## src/rtl/i2c_reg_read_seq_if.sv

```systemverilog
// ---------------------------------------------------------------------------
// i2c_reg_read_seq_if
//
// Slot bus between the register-read sequencer (master) and the I2C MMIO
// slot core (slave).
//
// Signals:
//   io_cs       chip select for the slot
//   io_read     read strobe (status poll)
//   io_write    write strobe (divisor / command)
//   io_addr     1 = divisor register, 2 = command register, 0 = status read
//   io_wr_data  [10:8] = cmd (START 0, WR 1, RD 2, STOP 3, RESTART 4), [7:0] = din
//   io_rd_data  combinational status: [9] = ack (0 = slave acked),
//               [8] = ready, [7:0] = received byte
//
// Handshake: there is no valid/ready pair on this bus. A write is a single
// cycle with io_cs = io_write = 1. A read is any cycle with
// io_cs = io_read = 1, and io_rd_data is sampled in that same cycle.
// ---------------------------------------------------------------------------
interface i2c_reg_read_seq_if;
    logic        io_cs;
    logic        io_read;
    logic        io_write;
    logic [4:0]  io_addr;
    logic [31:0] io_wr_data;
    logic [31:0] io_rd_data;

    modport master (
        output io_cs,
        output io_read,
        output io_write,
        output io_addr,
        output io_wr_data,
        input  io_rd_data
    );

    modport slave (
        input  io_cs,
        input  io_read,
        input  io_write,
        input  io_addr,
        input  io_wr_data,
        output io_rd_data
    );
endinterface

```

## src/rtl/i2c_reg_read_seq.sv

```systemverilog
// ---------------------------------------------------------------------------
// i2c_reg_read_seq
//
// Runs one complete I2C register read for each accepted start pulse:
//   START, WR {dev,0}, WR reg, RESTART, WR {dev,1}, RD x (rd_len+1), STOP.
// It drives the I2C core slot bus as a master. It returns the bytes packed
// little-endian in rd_bytes, together with err and a done pulse.
//
// Optional feature: define I2C_SEQ_TIMEOUT_EN to add a poll watchdog.
// After TIMEOUT_CYCLES cycles in POLL without ready, the sequencer ends the
// transaction with err = 2 and does not issue a STOP.
//
// Ports:
//   clk, reset_n    clock, asynchronous active-low reset
//   start           one-cycle request, accepted only while busy = 0
//   dev_addr[6:0]   slave address, latched on an accepted start
//   reg_addr[7:0]   register pointer, latched on an accepted start
//   rd_len[1:0]     byte count minus 1, latched on an accepted start
//   busy            high through INIT, and from an accepted start through DONE
//   done            one-cycle pulse at the end of each transaction
//   err[1:0]        0 ok, 1 NACK, 2 timeout
//   rd_bytes[31:0]  first byte in [7:0]; bytes not read stay 0
//   dbg_state[2:0]  current FSM state, for observation
//   io              slot bus (master side)
// ---------------------------------------------------------------------------
module i2c_reg_read_seq #(
    parameter logic [15:0] DVSR           = 16'd250,
    parameter int unsigned TIMEOUT_CYCLES = 100000
) (
    input  logic                      clk,
    input  logic                      reset_n,
    input  logic                      start,
    input  logic [6:0]                dev_addr,
    input  logic [7:0]                reg_addr,
    input  logic [1:0]                rd_len,
    output logic                      busy,
    output logic                      done,
    output logic [1:0]                err,
    output logic [31:0]               rd_bytes,
    output logic [2:0]                dbg_state,
    i2c_reg_read_seq_if.master        io
);

    typedef enum logic [2:0] {
        ST_INIT   = 3'd0,
        ST_IDLE   = 3'd1,
        ST_ISSUE  = 3'd2,
        ST_SETTLE = 3'd3,
        ST_POLL   = 3'd4,
        ST_DONE   = 3'd5
    } state_e;

    typedef enum logic [2:0] {
        STEP_START     = 3'd0,
        STEP_WR_DEV_W  = 3'd1,
        STEP_WR_REG    = 3'd2,
        STEP_RESTART   = 3'd3,
        STEP_WR_DEV_R  = 3'd4,
        STEP_RD        = 3'd5,
        STEP_STOP      = 3'd6
    } step_e;

    localparam logic [2:0] CMD_START   = 3'd0;
    localparam logic [2:0] CMD_WR      = 3'd1;
    localparam logic [2:0] CMD_RD      = 3'd2;
    localparam logic [2:0] CMD_STOP    = 3'd3;
    localparam logic [2:0] CMD_RESTART = 3'd4;

    // A zero watchdog limit cannot be used. Referencing the parameter here
    // also keeps it elaborated in builds where the watchdog is absent.
    if (TIMEOUT_CYCLES == 0) begin : g_zero_timeout_unsupported
    end

    state_e      state_q, state_d;
    step_e       step_q, step_d;
    logic [1:0]  rd_cnt_q, rd_cnt_d;
    logic [6:0]  dev_q, dev_d;
    logic [7:0]  reg_q, reg_d;
    logic [1:0]  len_q, len_d;
    logic [1:0]  err_q, err_d;
    logic [31:0] rd_bytes_q, rd_bytes_d;
`ifdef I2C_SEQ_TIMEOUT_EN
    logic [31:0] tmo_cnt_q, tmo_cnt_d;
`endif

    // Combinational strobes. They are gated by reset_n afterwards so that an
    // asserted reset forces every output low immediately.
    logic        cs_c, rd_c, wr_c, busy_c, done_c;
    logic [4:0]  addr_c;
    logic [31:0] wdata_c;

    // Status fields taken from the core
    logic [31:0] status;
    logic        st_ack, st_ready;
    logic [7:0]  st_byte;
    logic        unused_status;

    assign status        = io.io_rd_data;
    assign st_ack        = status[9];
    assign st_ready      = status[8];
    assign st_byte       = status[7:0];
    assign unused_status = ^status[31:10];

    // Command word for the current step
    logic [2:0] step_cmd;
    logic [7:0] step_din;
    logic       step_is_wr;
    logic       last_rd;

    assign last_rd = (rd_cnt_q == len_q);

    always_comb begin
        step_cmd   = CMD_START;
        step_din   = 8'h00;
        step_is_wr = 1'b0;
        case (step_q)
            STEP_START:    step_cmd = CMD_START;
            STEP_WR_DEV_W: begin
                step_cmd   = CMD_WR;
                step_din   = {dev_q, 1'b0};
                step_is_wr = 1'b1;
            end
            STEP_WR_REG:   begin
                step_cmd   = CMD_WR;
                step_din   = reg_q;
                step_is_wr = 1'b1;
            end
            STEP_RESTART:  step_cmd = CMD_RESTART;
            STEP_WR_DEV_R: begin
                step_cmd   = CMD_WR;
                step_din   = {dev_q, 1'b1};
                step_is_wr = 1'b1;
            end
            // The master ACKs every byte except the last one, which it NACKs.
            STEP_RD:       begin
                step_cmd = CMD_RD;
                step_din = {7'b0, last_rd};
            end
            STEP_STOP:     step_cmd = CMD_STOP;
            default:       step_cmd = CMD_STOP;
        endcase
    end

    always_comb begin
        state_d    = state_q;
        step_d     = step_q;
        rd_cnt_d   = rd_cnt_q;
        dev_d      = dev_q;
        reg_d      = reg_q;
        len_d      = len_q;
        err_d      = err_q;
        rd_bytes_d = rd_bytes_q;
`ifdef I2C_SEQ_TIMEOUT_EN
        tmo_cnt_d  = tmo_cnt_q;
`endif
        cs_c    = 1'b0;
        rd_c    = 1'b0;
        wr_c    = 1'b0;
        addr_c  = 5'd0;
        wdata_c = 32'd0;
        busy_c  = 1'b1;
        done_c  = 1'b0;

        case (state_q)
            ST_INIT: begin
                cs_c    = 1'b1;
                wr_c    = 1'b1;
                addr_c  = 5'd1;
                wdata_c = {16'd0, DVSR};
                state_d = ST_IDLE;
            end
            ST_IDLE: begin
                busy_c = 1'b0;
                if (start) begin
                    dev_d      = dev_addr;
                    reg_d      = reg_addr;
                    len_d      = rd_len;
                    err_d      = 2'd0;
                    rd_bytes_d = 32'd0;
                    step_d     = STEP_START;
                    rd_cnt_d   = 2'd0;
                    state_d    = ST_ISSUE;
                end
            end
            ST_ISSUE: begin
                cs_c    = 1'b1;
                wr_c    = 1'b1;
                addr_c  = 5'd2;
                wdata_c = {21'd0, step_cmd, step_din};
`ifdef I2C_SEQ_TIMEOUT_EN
                tmo_cnt_d = 32'd0;
`endif
                state_d = ST_SETTLE;
            end
            // The core needs one cycle to drop ready after a command write.
            ST_SETTLE: state_d = ST_POLL;
            ST_POLL: begin
                cs_c = 1'b1;
                rd_c = 1'b1;
                if (st_ready) begin
                    if (step_q == STEP_STOP) begin
                        state_d = ST_DONE;
                    end else begin
                        state_d = ST_ISSUE;
                        if (step_is_wr && st_ack) begin
                            // A NACK on any address/pointer write ends the
                            // transfer with a STOP.
                            err_d  = 2'd1;
                            step_d = STEP_STOP;
                        end else if (step_q == STEP_RD) begin
                            rd_bytes_d[{rd_cnt_q, 3'b000} +: 8] = st_byte;
                            if (last_rd) begin
                                step_d = STEP_STOP;
                            end else begin
                                rd_cnt_d = rd_cnt_q + 2'd1;
                            end
                        end else begin
                            step_d = step_e'(step_q + 3'd1);
                        end
                    end
                end
`ifdef I2C_SEQ_TIMEOUT_EN
                else if (tmo_cnt_q >= TIMEOUT_CYCLES - 1) begin
                    // The core is stuck, so no STOP is attempted.
                    err_d   = 2'd2;
                    state_d = ST_DONE;
                end else begin
                    tmo_cnt_d = tmo_cnt_q + 32'd1;
                end
`endif
            end
            ST_DONE: begin
                done_c  = 1'b1;
                state_d = ST_IDLE;
            end
            default: state_d = ST_IDLE;
        endcase
    end

    always_ff @(posedge clk or negedge reset_n) begin
        if (!reset_n) begin
            state_q    <= ST_INIT;
            step_q     <= STEP_START;
            rd_cnt_q   <= 2'd0;
            dev_q      <= 7'd0;
            reg_q      <= 8'd0;
            len_q      <= 2'd0;
            err_q      <= 2'd0;
            rd_bytes_q <= 32'd0;
`ifdef I2C_SEQ_TIMEOUT_EN
            tmo_cnt_q  <= 32'd0;
`endif
        end else begin
            state_q    <= state_d;
            step_q     <= step_d;
            rd_cnt_q   <= rd_cnt_d;
            dev_q      <= dev_d;
            reg_q      <= reg_d;
            len_q      <= len_d;
            err_q      <= err_d;
            rd_bytes_q <= rd_bytes_d;
`ifdef I2C_SEQ_TIMEOUT_EN
            tmo_cnt_q  <= tmo_cnt_d;
`endif
        end
    end

    // The state register resets to INIT, but while reset is held, busy and
    // the INIT strobes must read 0.
    assign busy          = reset_n & busy_c;
    assign done          = reset_n & done_c;
    assign io.io_cs      = reset_n & cs_c;
    assign io.io_read    = reset_n & rd_c;
    assign io.io_write   = reset_n & wr_c;
    assign io.io_addr    = reset_n ? addr_c : 5'd0;
    assign io.io_wr_data = reset_n ? wdata_c : 32'd0;
    assign err           = err_q;
    assign rd_bytes      = rd_bytes_q;
    assign dbg_state     = state_q;

endmodule

```

## src/flat_wrapper.sv

```systemverilog
// flat-port wrapper written by rule: the top's interface ports become plain ports
module i2c_reg_read_seq_flat 
#(
    parameter logic [15:0] DVSR           = 16'd250,
    parameter int unsigned TIMEOUT_CYCLES = 100000
)
  (clk, reset_n, start, dev_addr, reg_addr, rd_len, busy, done, err, rd_bytes, dbg_state, io_io_cs, io_io_read, io_io_write, io_io_addr, io_io_wr_data, io_io_rd_data);
  i2c_reg_read_seq_if io_i ();
  input  logic clk;
  input  logic reset_n;
  input  logic start;
  input  logic [6:0] dev_addr;
  input  logic [7:0] reg_addr;
  input  logic [1:0] rd_len;
  output logic busy;
  output logic done;
  output logic [1:0] err;
  output logic [31:0] rd_bytes;
  output logic [2:0] dbg_state;
  output wire logic [$bits(io_i.io_cs)-1:0] io_io_cs;
  output wire logic [$bits(io_i.io_read)-1:0] io_io_read;
  output wire logic [$bits(io_i.io_write)-1:0] io_io_write;
  output wire logic [$bits(io_i.io_addr)-1:0] io_io_addr;
  output wire logic [$bits(io_i.io_wr_data)-1:0] io_io_wr_data;
  input wire logic [$bits(io_i.io_rd_data)-1:0] io_io_rd_data;
  assign io_io_cs = io_i.io_cs;
  assign io_io_read = io_i.io_read;
  assign io_io_write = io_i.io_write;
  assign io_io_addr = io_i.io_addr;
  assign io_io_wr_data = io_i.io_wr_data;
  assign io_i.io_rd_data = io_io_rd_data;
  i2c_reg_read_seq #(.DVSR(DVSR), .TIMEOUT_CYCLES(TIMEOUT_CYCLES)) u_core (.clk(clk), .reset_n(reset_n), .start(start), .dev_addr(dev_addr), .reg_addr(reg_addr), .rd_len(rd_len), .busy(busy), .done(done), .err(err), .rd_bytes(rd_bytes), .dbg_state(dbg_state), .io(io_i));
endmodule
```

## config.mk

```make
export PLATFORM = sky130hd
export DESIGN_NAME = i2c_reg_read_seq_flat
export DESIGN_NICKNAME = d
export VERILOG_FILES = /design/src/rtl/i2c_reg_read_seq_if.sv /design/src/rtl/i2c_reg_read_seq.sv /design/src/flat_wrapper.sv
export SDC_FILE = /design/constraint.sdc
export NUM_CORES = 1
export LEC_CHECK = 0
export CAP_MARGIN = 20
export CORE_MARGIN = 3
export CORE_UTILIZATION = 38
export DETAILED_ROUTE_END_ITERATION = 10
export PLACE_DENSITY = 0.79
export SYNTH_ARGS = -nofsm -noshare
export SYNTH_HDL_FRONTEND = slang
export SYNTH_SLANG_ARGS = --single-unit
```

## constraint.sdc

```tcl
create_clock -name clk -period 1.7 [get_ports clk]
set_input_delay 0.255 -clock clk [delete_from_list [all_inputs] [get_ports clk]]
set_output_delay 0.255 -clock clk [all_outputs]
set_load 0.02 [all_outputs]
```

==> results by group, run 1 <==
Place
  • Number of port buffers: slightly above 80
  • GPL Wtd Cong: ~0.9
  • HPWL after DPL: roughly 6.2 mm

Power
  • Sw Ratio: about 37%
  • Combinational fraction of design power: a little under half
  • Maximum vdd drop: approximately 0.81 mV
  • Sw Pwr: 2.47 mW
  • Clock power share: roughly 24%
  • Pwr Total: between 6 and 7 mW
  • PwrDens: approximately 1300 mW/mm²
  • Internal power: around 4.1 mW
  • Seq pwr share: between 20 and 30%
  • Leak pwr: 2.28 nW

Synthesis
  • Post-synthesis adder-cell area fraction: around 3.8%
  • Register area share after synthesis: 48.9%
  • Synthesized area: slightly below 0.003 mm²
  • Async S/R FF share, synth: 100%
  • Synth warnings: 0
  • Yosys reg bits: between 50 and 60
  • Yosys cell types: 46
  • Yosys top cell by area: dfrtp_1
  • Primary FF master, synth: dfrtp_1
  • Post-synth EDFFs: 0
  • Mux share of post-synthesis cell area: under 10%
  • Synth Area in XOR/XNOR: less than 1%
  • Avg Synthesized Cell Area: around 11 µm²
  • Synth Area in Simple Gates: 12.0%
  • Syn Inst Count: 267
  • Largest family of logic cells by synthesized area: compound AO/OA/AOI/OAI gates
  • Dominant cells by area after synthesis: dfrtp_1 (49%), a22o_1 (9.4%), buf_4 (6.3%)
  • Top cell type's share of synthesized area: 48.9%
  • Area fraction in compound gates after synthesis: between 10% and 20%

Cells and area
  • ANT cells: 0
  • Fillers: between 500 and 600
  • Most frequent cells in the layout: clkdlybuf4s50_1 (61), dfrtp_1 (54), buf_4 (46)
  • Ratio of cells with drive above 1 in the final layout: 45.7%
  • Nets@finish: ~470
  • Commonest non-fill, non-tap cell in the layout: clkdlybuf4s50_1
  • Area growth from synthesis to layout: 70.1%
  • Final core occ: between 60% and 70%

Clock network
  • CTS clk-pin slew, worst paths: around 0.09 ns
  • TritonCTS Buffers: 9
  • Sink Count: 58
  • Clk buf depth: 2
  • CTS Root Buffer Type: clkbuf_8
  • Worst skew pair latency: between 0.3 and 0.4 ns
  • # H-tree levels: 3
  • TritonCTS clock tree: yes

Die
  • Die area: just under 0.009 mm²
  • Core area: 0.00741 mm²
  • Row count: 31
  • Die width: 94.4 µm
  • I/O pin total: about 130
  • Starting Density: around two fifths
  • DIE HEIGHT: 94.4 µm

Run status
  • Status: finished, violations left
  • Violated checks: setup timing

Global route
  • First-pass GRT wire length: roughly 15 mm
  • Initial antenna violation count: 0
  • Remaining Overflow, GRT: 0
  • Vias in the first global route: roughly 2800
  • Largest net degree at the start of global routing: 34
  • Total GRT Usage: between 20% and 30%

Worst setup path
  • Worst endpoint required time: about 1.4 ns
  • CP startpoint: u_core.step_q[1]$_DFFE_PN0P_
  • Slowest cell on crit path: dfrtp_2
  • Crit-path leading delay family: flip-flops
  • R2R Path Start: u_core.step_q[1]$_DFFE_PN0P_
  • WS Path Type: reg -> out
  • CP endpoint kind: primary output
  • Worst-path cell chain: ha_4, nor2b_4, a211o_1, nand2_4, buf_12, o21ai_2, buf_6
  • Register-to-register setup slack: -0.27 ns
  • Setup crit start kind: flop
  • CP bufs+invs: 2
  • Critical Path Max Stage Delay: 0.48 ns
  • Worst path arrival time: about 1.9 ns
  • CP max FO: 7

Route
  • Vias: 2695
  • Antenna viol nets, final: 0
  • First-pass DRT Iterations: 4
  • Routed WL: around 9.4 mm
  • DRC: 0
  • DR vias/cell: ~5.2
  • Drt wl/cell: 18.3 µm
  • DR iter-0 viols: 137

Timing
  • RSZ-0062 raised after global routing: true
  • Minimum clock period: between 2 and 2.5 ns
  • Clock skew: between 0.015 and 0.02 ns
  • Final Setup Violations: 49
  • Final Cycle Share: 124%
  • Fmax achieved: between 400 and 500 MHz
  • Fin. Hold Viols: 0
  • Final worst slack: -0.413 ns
  • Pins Over Slew Limit: 0

Job
  • Max Cap Violations: 0

Hold path
  • Worst Hold Class: in -> async
synth_stat cells, drive strengths merged, types with 2 or more instances:
cell     instances
a22oi            7
nor2b            2
nor2            10
inv             12
nand2           18
a21oi            6
and2             4
and4             5
mux2            16
nand4bb          2
or3              2
nor4             2
ha               9
nor3b            3
o31ai            2
xor2             2
and3             2
nand2b           2
nor3             3
dfrtp           58
clkbuf           2
o2bb2ai          4
buf             34
nand3            2
a22o            32
o21ai           15
layout make-up:
class                   instances  area, µm²  share of cell area [%]
well taps                      99        124                    2.45
repair buffers                145       1390                    27.4
flip-flops and latches         58       1460                    28.8
clock inverters                 7        125                    2.48
clock buffers                   9        124                    2.45
multi-input cells             185       1790                    35.4
inverters                      12       50.0                   0.991
metal layers:
| layer | up-vias | track usage, % | wire (µm) |
|---|---|---|---|
| met3 | 14 | 6.37 | 781 |
| met2 | 132 | 36.6 | 4770 |
| met1 | 1332 | 26.2 | 3730 |
| li1 | 1217 | - | - |
| met5 | - | 0 | 0 |
| met4 | 0 | 9.15 | 135 |
power groups by stage:
| stage | Clock (mW) | Sequential, mW | Combinational (mW) |
|---|---|---|---|
| after floorplan | 0 | 1.83 | 1.31 |
| after global placement | 0 | 1.83 | 2.28 |
| after detailed placement | 0 | 1.85 | 2.35 |
| after CTS | 1.63 | 1.86 | 2.85 |
| after global routing | 1.71 | 1.90 | 3.34 |
| final | 1.61 | 1.88 | 3.11 |
state kept, by name (all words and copies together), names as in the netlist:
signal            flops
u_core.dbg_state      3
u_core.step_q         3
u_core.dev_q          7
u_core.reg_q          8
u_core.err            1
u_core.len_q          2
u_core.rd_cnt_q       2
u_core.rd_bytes      32
cell families after synthesis:
logic type                 after synthesis
muxes                                   16
adders and majority gates                9
buffers and inverters                   48
xor gates and xnor gates                 2
and+or+nand+nor                         59
other                                    1
AOI/OAI and AO/OA                       74
DFF                                     58
per-stage QoR:
stage	instances	hold slack (ns)	setup slack, ns	area [µm²]	setup TNS, ns
floorplan	291	-0.0406	-0.0929	3140	-0.327
CTS	512	0.0187	-0.383	4940	-11.63
finish	515	0.0220	-0.413	5050	-10.42
detailed placement	490	0.342	-0.532	4280	-17.08
global route	515	0.0373	-0.463	5050	-13.49
global placement	490	0.329	-0.464	4280	-13.63
what timing repair did:
action / 4_1_cts / 5_1_grt
setup buffers: 6 / 7
cloned: 0 / 1
endpoints found under the setup margin: 58 / 57
pin swaps: 33 / 15
hold buffers: 1 / 0
resized for setup: 175 / 31
endpoints found under the hold margin: 25 / 0
worst register-to-register path, cell delays in order, from the launching register on:
cell,delay [ns]
dfrtp_2,0.48
inv_4,0.11
ha_4,0.17
buf_4,0.11
buf_6,0.11
and2_4,0.17
and4_4,0.25
nor4b_4,0.20
buf_6,0.17
a22o_1,0.13
path summary, 6_finish.rpt:
kind,endpoint,cells past startpoint
max,io_io_wr_data[7],7
min,u_core.err[0]$_DFFE_PN0P_,3
max reg2reg,u_core.rd_bytes[1]$_DFFE_PN0P_,9
min reg2reg,u_core.rd_bytes[27]$_DFFE_PN0P_,1
max in group asynchronous,u_core.rd_bytes[9]$_DFFE_PN0P_,3
min in group clk,u_core.len_q[0]$_DFFE_PN0P_,3
Power figures use the tool's default switching activity.
==> run 2, diff against run 1 <==
Settings changed: CTS_CLUSTER_DIAMETER from default to 50, SKIP_CTS_REPAIR_TIMING from default to 1.
==> run 2 against run 1 <==
- the flow still finishes with violations (setup timing)
- setup slack lost 0.016 ns
- clock skew shrank 0.0045 ns
- register-to-register slack gained 0.12 ns
- critical path type unchanged
- largest power group unchanged
- highest routed layer unchanged
==> results by group, run 2 (same netlist as run 1, synthesis figures left out) <==
Cells and area
  • Commonest non-fill, non-tap cell in the layout: clkdlybuf4s50_1
  • Multi-input logic area: 0.00171 mm²
  • Max reg flops: 32
  • Fillers: roughly 550
  • Nets@finish: roughly 470
  • Post-route cell area: 0.00499 mm²
  • Area growth from synthesis to layout: 68.0%
  • Reg area: roughly 0.0015 mm²
  • ANT cells: 0
  • Most frequent cells in the layout: clkdlybuf4s50_1 (61), dfrtp_1 (53), buf_4 (49)
  • Post-Layout Cell Count: between 500 and 600
  • Ratio of cells with drive above 1 in the final layout: roughly 44%

Power
  • Seq pwr share: around 29%
  • Leak pwr: about 2.3 nW
  • Sw Pwr: about 2.4 mW
  • Sw Ratio: a little under two fifths
  • Clock power share: 24.6%
  • Combinational fraction of design power: 46.6%
  • Internal power: 4.11 mW
  • PwrDens: approximately 1300 mW/mm²
  • Maximum vdd drop: around 0.8 mV

Hold path
  • Worst Hold Class: in -> async

Clock network
  • TritonCTS clock tree: yes
  • Worst skew pair latency: approximately 0.35 ns
  • CTS clk-pin slew, worst paths: approximately 0.08 ns
  • Sink Count: 58
  • # H-tree levels: 3
  • Clk buf depth: 2
  • CTS Root Buffer Type: clkbuf_8
  • TritonCTS Buffers: 9

Global route
  • First-pass GRT wire length: between 10 and 15 mm
  • Initial antenna violation count: 0
  • Vias in the first global route: 2663
  • Remaining Overflow, GRT: 0
  • Largest net degree at the start of global routing: 34
  • Total GRT Usage: a little under a fifth

Timing
  • RSZ-0062 raised after global routing: true
  • Final Setup Violations: 47
  • Final Cycle Share: 125%
  • Pins Over Slew Limit: 0
  • Final setup TNS: -8.46 ns
  • Worst Hold Margin: between 0.03 and 0.04 ns
  • Final worst slack: -0.429 ns
  • Clock skew: between 0.01 and 0.015 ns
  • Fin. Hold Viols: 0
  • Minimum clock period: approximately 2.1 ns
  • Fmax achieved: 470 MHz

Place
  • Placed cells: 490
  • GPL Wtd Cong: 0.920
  • Number of port buffers: 83
  • HPWL after DPL: approximately 6 mm
  • Placed cell areas: approximately 0.0043 mm²

Route
  • DR iter-0 viols: roughly 190
  • DRC: 0
  • Drt wl/cell: between 15 and 20 µm
  • DR vias/cell: slightly above 5
  • Vias: between 2000 and 3000
  • Antenna viol nets, final: 0
  • First-pass DRT Iterations: 4
  • Routed WL: about 9.0 mm

Die
  • Starting Density: 40.1%
  • Die width: 94.4 µm
  • DIE HEIGHT: between 90 and 100 µm
  • Die area: between 0.008 and 0.009 mm²
  • Core area: roughly 0.0074 mm²
  • Row count: 31
  • I/O pin total: between 100 and 150

Worst setup path
  • CP endpoint kind: primary output
  • Worst endpoint required time: roughly 1.4 ns
  • Worst path arrival time: about 1.9 ns
  • CP max FO: 4
  • Setup crit start kind: flop
  • WS Path Type: reg -> out

Run status
  • Status: finished, violations left
  • Violated checks: setup timing

Job
  • Max Cap Violations: 0
[run 2: path summary, 6_finish.rpt]
path / from / end / slack, ns / cells past startpoint
max in group asynchronous: reset_n / u_core.rd_bytes[0]$_DFFE_PN0P_ / 1.25 / 3
min: reset_n / u_core.err[0]$_DFFE_PN0P_ / 0.03 / 3
min in group clk: rd_len[1] / u_core.len_q[1]$_DFFE_PN0P_ / 0.45 / 3
max: u_core.step_q[0]$_DFFE_PN0P_ / io_io_wr_data[9] / -0.43 / 6
max reg2reg: u_core.step_q[0]$_DFFE_PN0P_ / u_core.rd_bytes[31]$_DFFE_PN0P_ / -0.15 / 8
min reg2reg: u_core.rd_bytes[27]$_DFFE_PN0P_ / u_core.rd_bytes[27]$_DFFE_PN0P_ / 0.50 / 1
[run 2: metal layers]
| metal | part of all wire [%] | up-vias | global-route usage [%] |
|---|---|---|---|
| met5 | 0 | - | 0 |
| met3 | 8.6 | 20 | 5.90 |
| met2 | 49 | 119 | 30.0 |
| met1 | 40 | 1307 | 24.7 |
| met4 | 1.8 | 0 | 7.94 |
| li1 | - | 1212 | - |
[run 2: area by class of cell]
cell class,count,area share (%)
multi-input cells,185,34.2
flip-flops and latches,58,29.2
well taps,99,2.48
inverters,12,1.10
clock inverters,7,2.51
clock buffers,9,2.48
repair buffers,144,28.0
[run 2: critical path, cell delays in order (launching register included)]
cell,delay [ns]
dfrtp_2,0.47
ha_2,0.21
ha_2,0.18
nor3_2,0.23
o21ai_1,0.13
a21oi_2,0.16
buf_4,0.16
[run 2: power groups by stage]
stage               clock network, mW  registers, mW  logic [mW]
floorplan                           0           1.83        1.31
global placement                    0           1.83        2.28
detailed placement                  0           1.85        2.35
CTS                              1.63           1.82        2.37
global route                     1.70           1.90        3.24
finish                           1.60           1.87        3.03
[run 2: stage by stage]
step / worst slack [ns] / total power, mW / util [%]
finish: -0.429 / 6.50 / 67.4
global route: -0.490 / 6.85 / 67.4
CTS: -0.947 / 5.82 / 61.1
detailed placement: -0.532 / 4.20 / 57.8
global placement: -0.464 / 4.11 / 57.8
floorplan: -0.0929 / 3.14 / -
==> run 3, diff against run 2 <==
Settings changed: CELL_PAD_IN_SITES_DETAIL_PLACEMENT from default to 1, CELL_PAD_IN_SITES_GLOBAL_PLACEMENT from default to 2, CORE_UTILIZATION 38 to 23.
==> run 3 against run 2 <==
- the flow still finishes with violations (setup timing)
- final cell count increased by 12%
- design area grew 0.63%
- first-iteration DRC count decreased by 56%
- critical path type unchanged
- largest power group unchanged
- highest routed layer unchanged
==> results by group, run 3 (same netlist as run 1, synthesis figures left out) <==
Timing
  • Minimum clock period: between 2 and 2.5 ns
  • Final Setup Violations: between 40 and 50
  • Relative slew slack: roughly two fifths
  • Pins Over Slew Limit: 0
  • Final Cycle Share: 121%
  • Clock skew: 0.00586 ns
  • RSZ-0062 raised after global routing: true
  • Fmax achieved: roughly 480 MHz
  • Actual slew at the worst max-slew pin: between 0.8 and 0.9 ns
  • Fin. Hold Viols: 0
  • Final worst slack: -0.365 ns

Clock network
  • # H-tree levels: 3
  • TritonCTS Buffers: 9
  • Clk buf depth: 2
  • CTS clk-pin slew, worst paths: 0.05 ns
  • Worst skew pair latency: roughly 0.32 ns
  • TritonCTS clock tree: yes
  • Sink Count: 58
  • CTS Root Buffer Type: clkbuf_16

Place
  • HPWL after DPL: roughly 7.1 mm
  • GPL Wtd Cong: 0.823
  • Placed cell areas: 0.00435 mm²
  • Number of port buffers: 83
  • Placed cells: about 560

Global route
  • First-pass GRT wire length: around 15 mm
  • Remaining Overflow, GRT: 0
  • Initial antenna violation count: 0
  • Total GRT Usage: approximately an eighth
  • Largest net degree at the start of global routing: 40
  • Vias in the first global route: between 2000 and 3000

Job
  • Max Cap Violations: 0

Route
  • Routed WL: 10.1 mm
  • Vias: roughly 2600
  • Drt wl/cell: about 17 µm
  • DR vias/cell: about 4.5
  • Antenna viol nets, final: 0
  • DRC: 0
  • DR iter-0 viols: 82
  • First-pass DRT Iterations: 4

Cells and area
  • Most frequent cells in the layout: clkdlybuf4s50_1 (61), dfrtp_1 (53), buf_4 (45)
  • Post-route cell area: 0.00502 mm²
  • Area growth from synthesis to layout: 69.0%
  • Nets@finish: approximately 470
  • Max reg flops: 32
  • Commonest non-fill, non-tap cell in the layout: clkdlybuf4s50_1
  • ANT cells: 0
  • Final core occ: between 40% and 50%
  • Ratio of cells with drive above 1 in the final layout: between 40% and 50%
  • Post-Layout Cell Count: ~580

Run status
  • Violated checks: setup timing
  • Status: finished, violations left

Worst setup path
  • Worst endpoint required time: 1.44 ns
  • WS Path Type: reg -> out
  • CP endpoint kind: primary output
  • Slowest cell on crit path: dfrtp_2
  • Setup crit start kind: flop
  • CP max FO: 7
  • Critical Path Max Stage Delay: about 0.44 ns
  • Worst-path cell chain: inv_4, ha_4, nor2b_4, a211o_1, nand2_4, buf_12, o21ai_2, buf_6
  • Worst path arrival time: roughly 1.8 ns

Hold path
  • Worst Hold Class: in -> async

Die
  • Core area: roughly 0.012 mm²
  • DIE HEIGHT: approximately 120 µm
  • I/O pin total: about 130
  • Die area: 0.0143 mm²
  • Row count: 40
  • Die width: roughly 120 µm
  • Starting Density: between 20% and 30%

Power
  • Maximum vdd drop: approximately 0.75 mV
  • PwrDens: 1320 mW/mm²
  • Pwr Total: between 6 and 7 mW
  • Leak pwr: roughly 2.3 nW
run 3: cell types whose count changed in the layout (fill, tap and decap cells not counted), sizes merged:
cell and change:
clkbuf +4, clkinvlp +1, dlygate4sd3 +1, clkinv +1, inv -3, dlymetal6s2s +1
buf -8, bufinv -2
run 3: area by class of cell:
class	instances	area (µm²)
Clock buffer	12	246
Clock inverter	4	51.3
Fill cell	1345	7290
Inverter	12	57.6
Multi-Input combinational cell	185	1660
Sequential cell	58	1460
Tap cell	168	210
Timing Repair Buffer	139	1330
run 3: power by group:
part / internal, mW / switching, mW
logic: 1.44 / 1.52
clock network: 1.17 / 0.622
registers: 1.65 / 0.209
total: 4.27 / 2.35
run 3: final timing paths:
kind	startpoint	endpoint	slack, ns	cells after the start
worst max register to register	u_core.step_q[1]$_DFFE_PN0P_	u_core.rd_bytes[13]$_DFFE_PN0P_	-0.21	9
worst min-delay path	reset_n	u_core.step_q[2]$_DFFE_PN0P_	0.18	3
min in group clk	rd_len[1]	u_core.len_q[1]$_DFFE_PN0P_	0.48	3
worst max-delay path	u_core.step_q[0]$_DFFE_PN0P_	io_io_wr_data[1]	-0.37	8
max in group asynchronous	reset_n	u_core.dbg_state[1]$_DFFE_PN0N_	0.33	3
worst min register to register	u_core.rd_bytes[15]$_DFFE_PN0P_	u_core.rd_bytes[15]$_DFFE_PN0P_	0.50	1
run 3: per-layer routing:
metal,track usage (%),part of all wire (%),routed length [µm]
met1,16.4,42,4240
met2,21.9,52,5190
met3,3.77,5.0,503
met4,3.44,1.3,126
met5,0,0,0
run 3: critical path: cells and delay by family, from the launching register on:
family | cells | cell delay [ns]
buffers and inverters | 3 | 0.34
AND/OR/NAND/NOR | 2 | 0.22
AO/OA/AOI/OAI | 2 | 0.32
adder cells (fa/ha/maj) | 1 | 0.16
flip-flops | 1 | 0.44
run 3: through the flow:
stage | TNS [ns] | hold slack, ns | setup slack [ns]
floorplan | -0.327 | -0.0406 | -0.0929
global placement | -14.36 | 0.293 | -0.491
detailed placement | -17.99 | 0.309 | -0.552
CTS | -25.10 | -0.0392 | -0.917
global route | -13.68 | 0.249 | -0.431
finish | -10.08 | 0.180 | -0.365
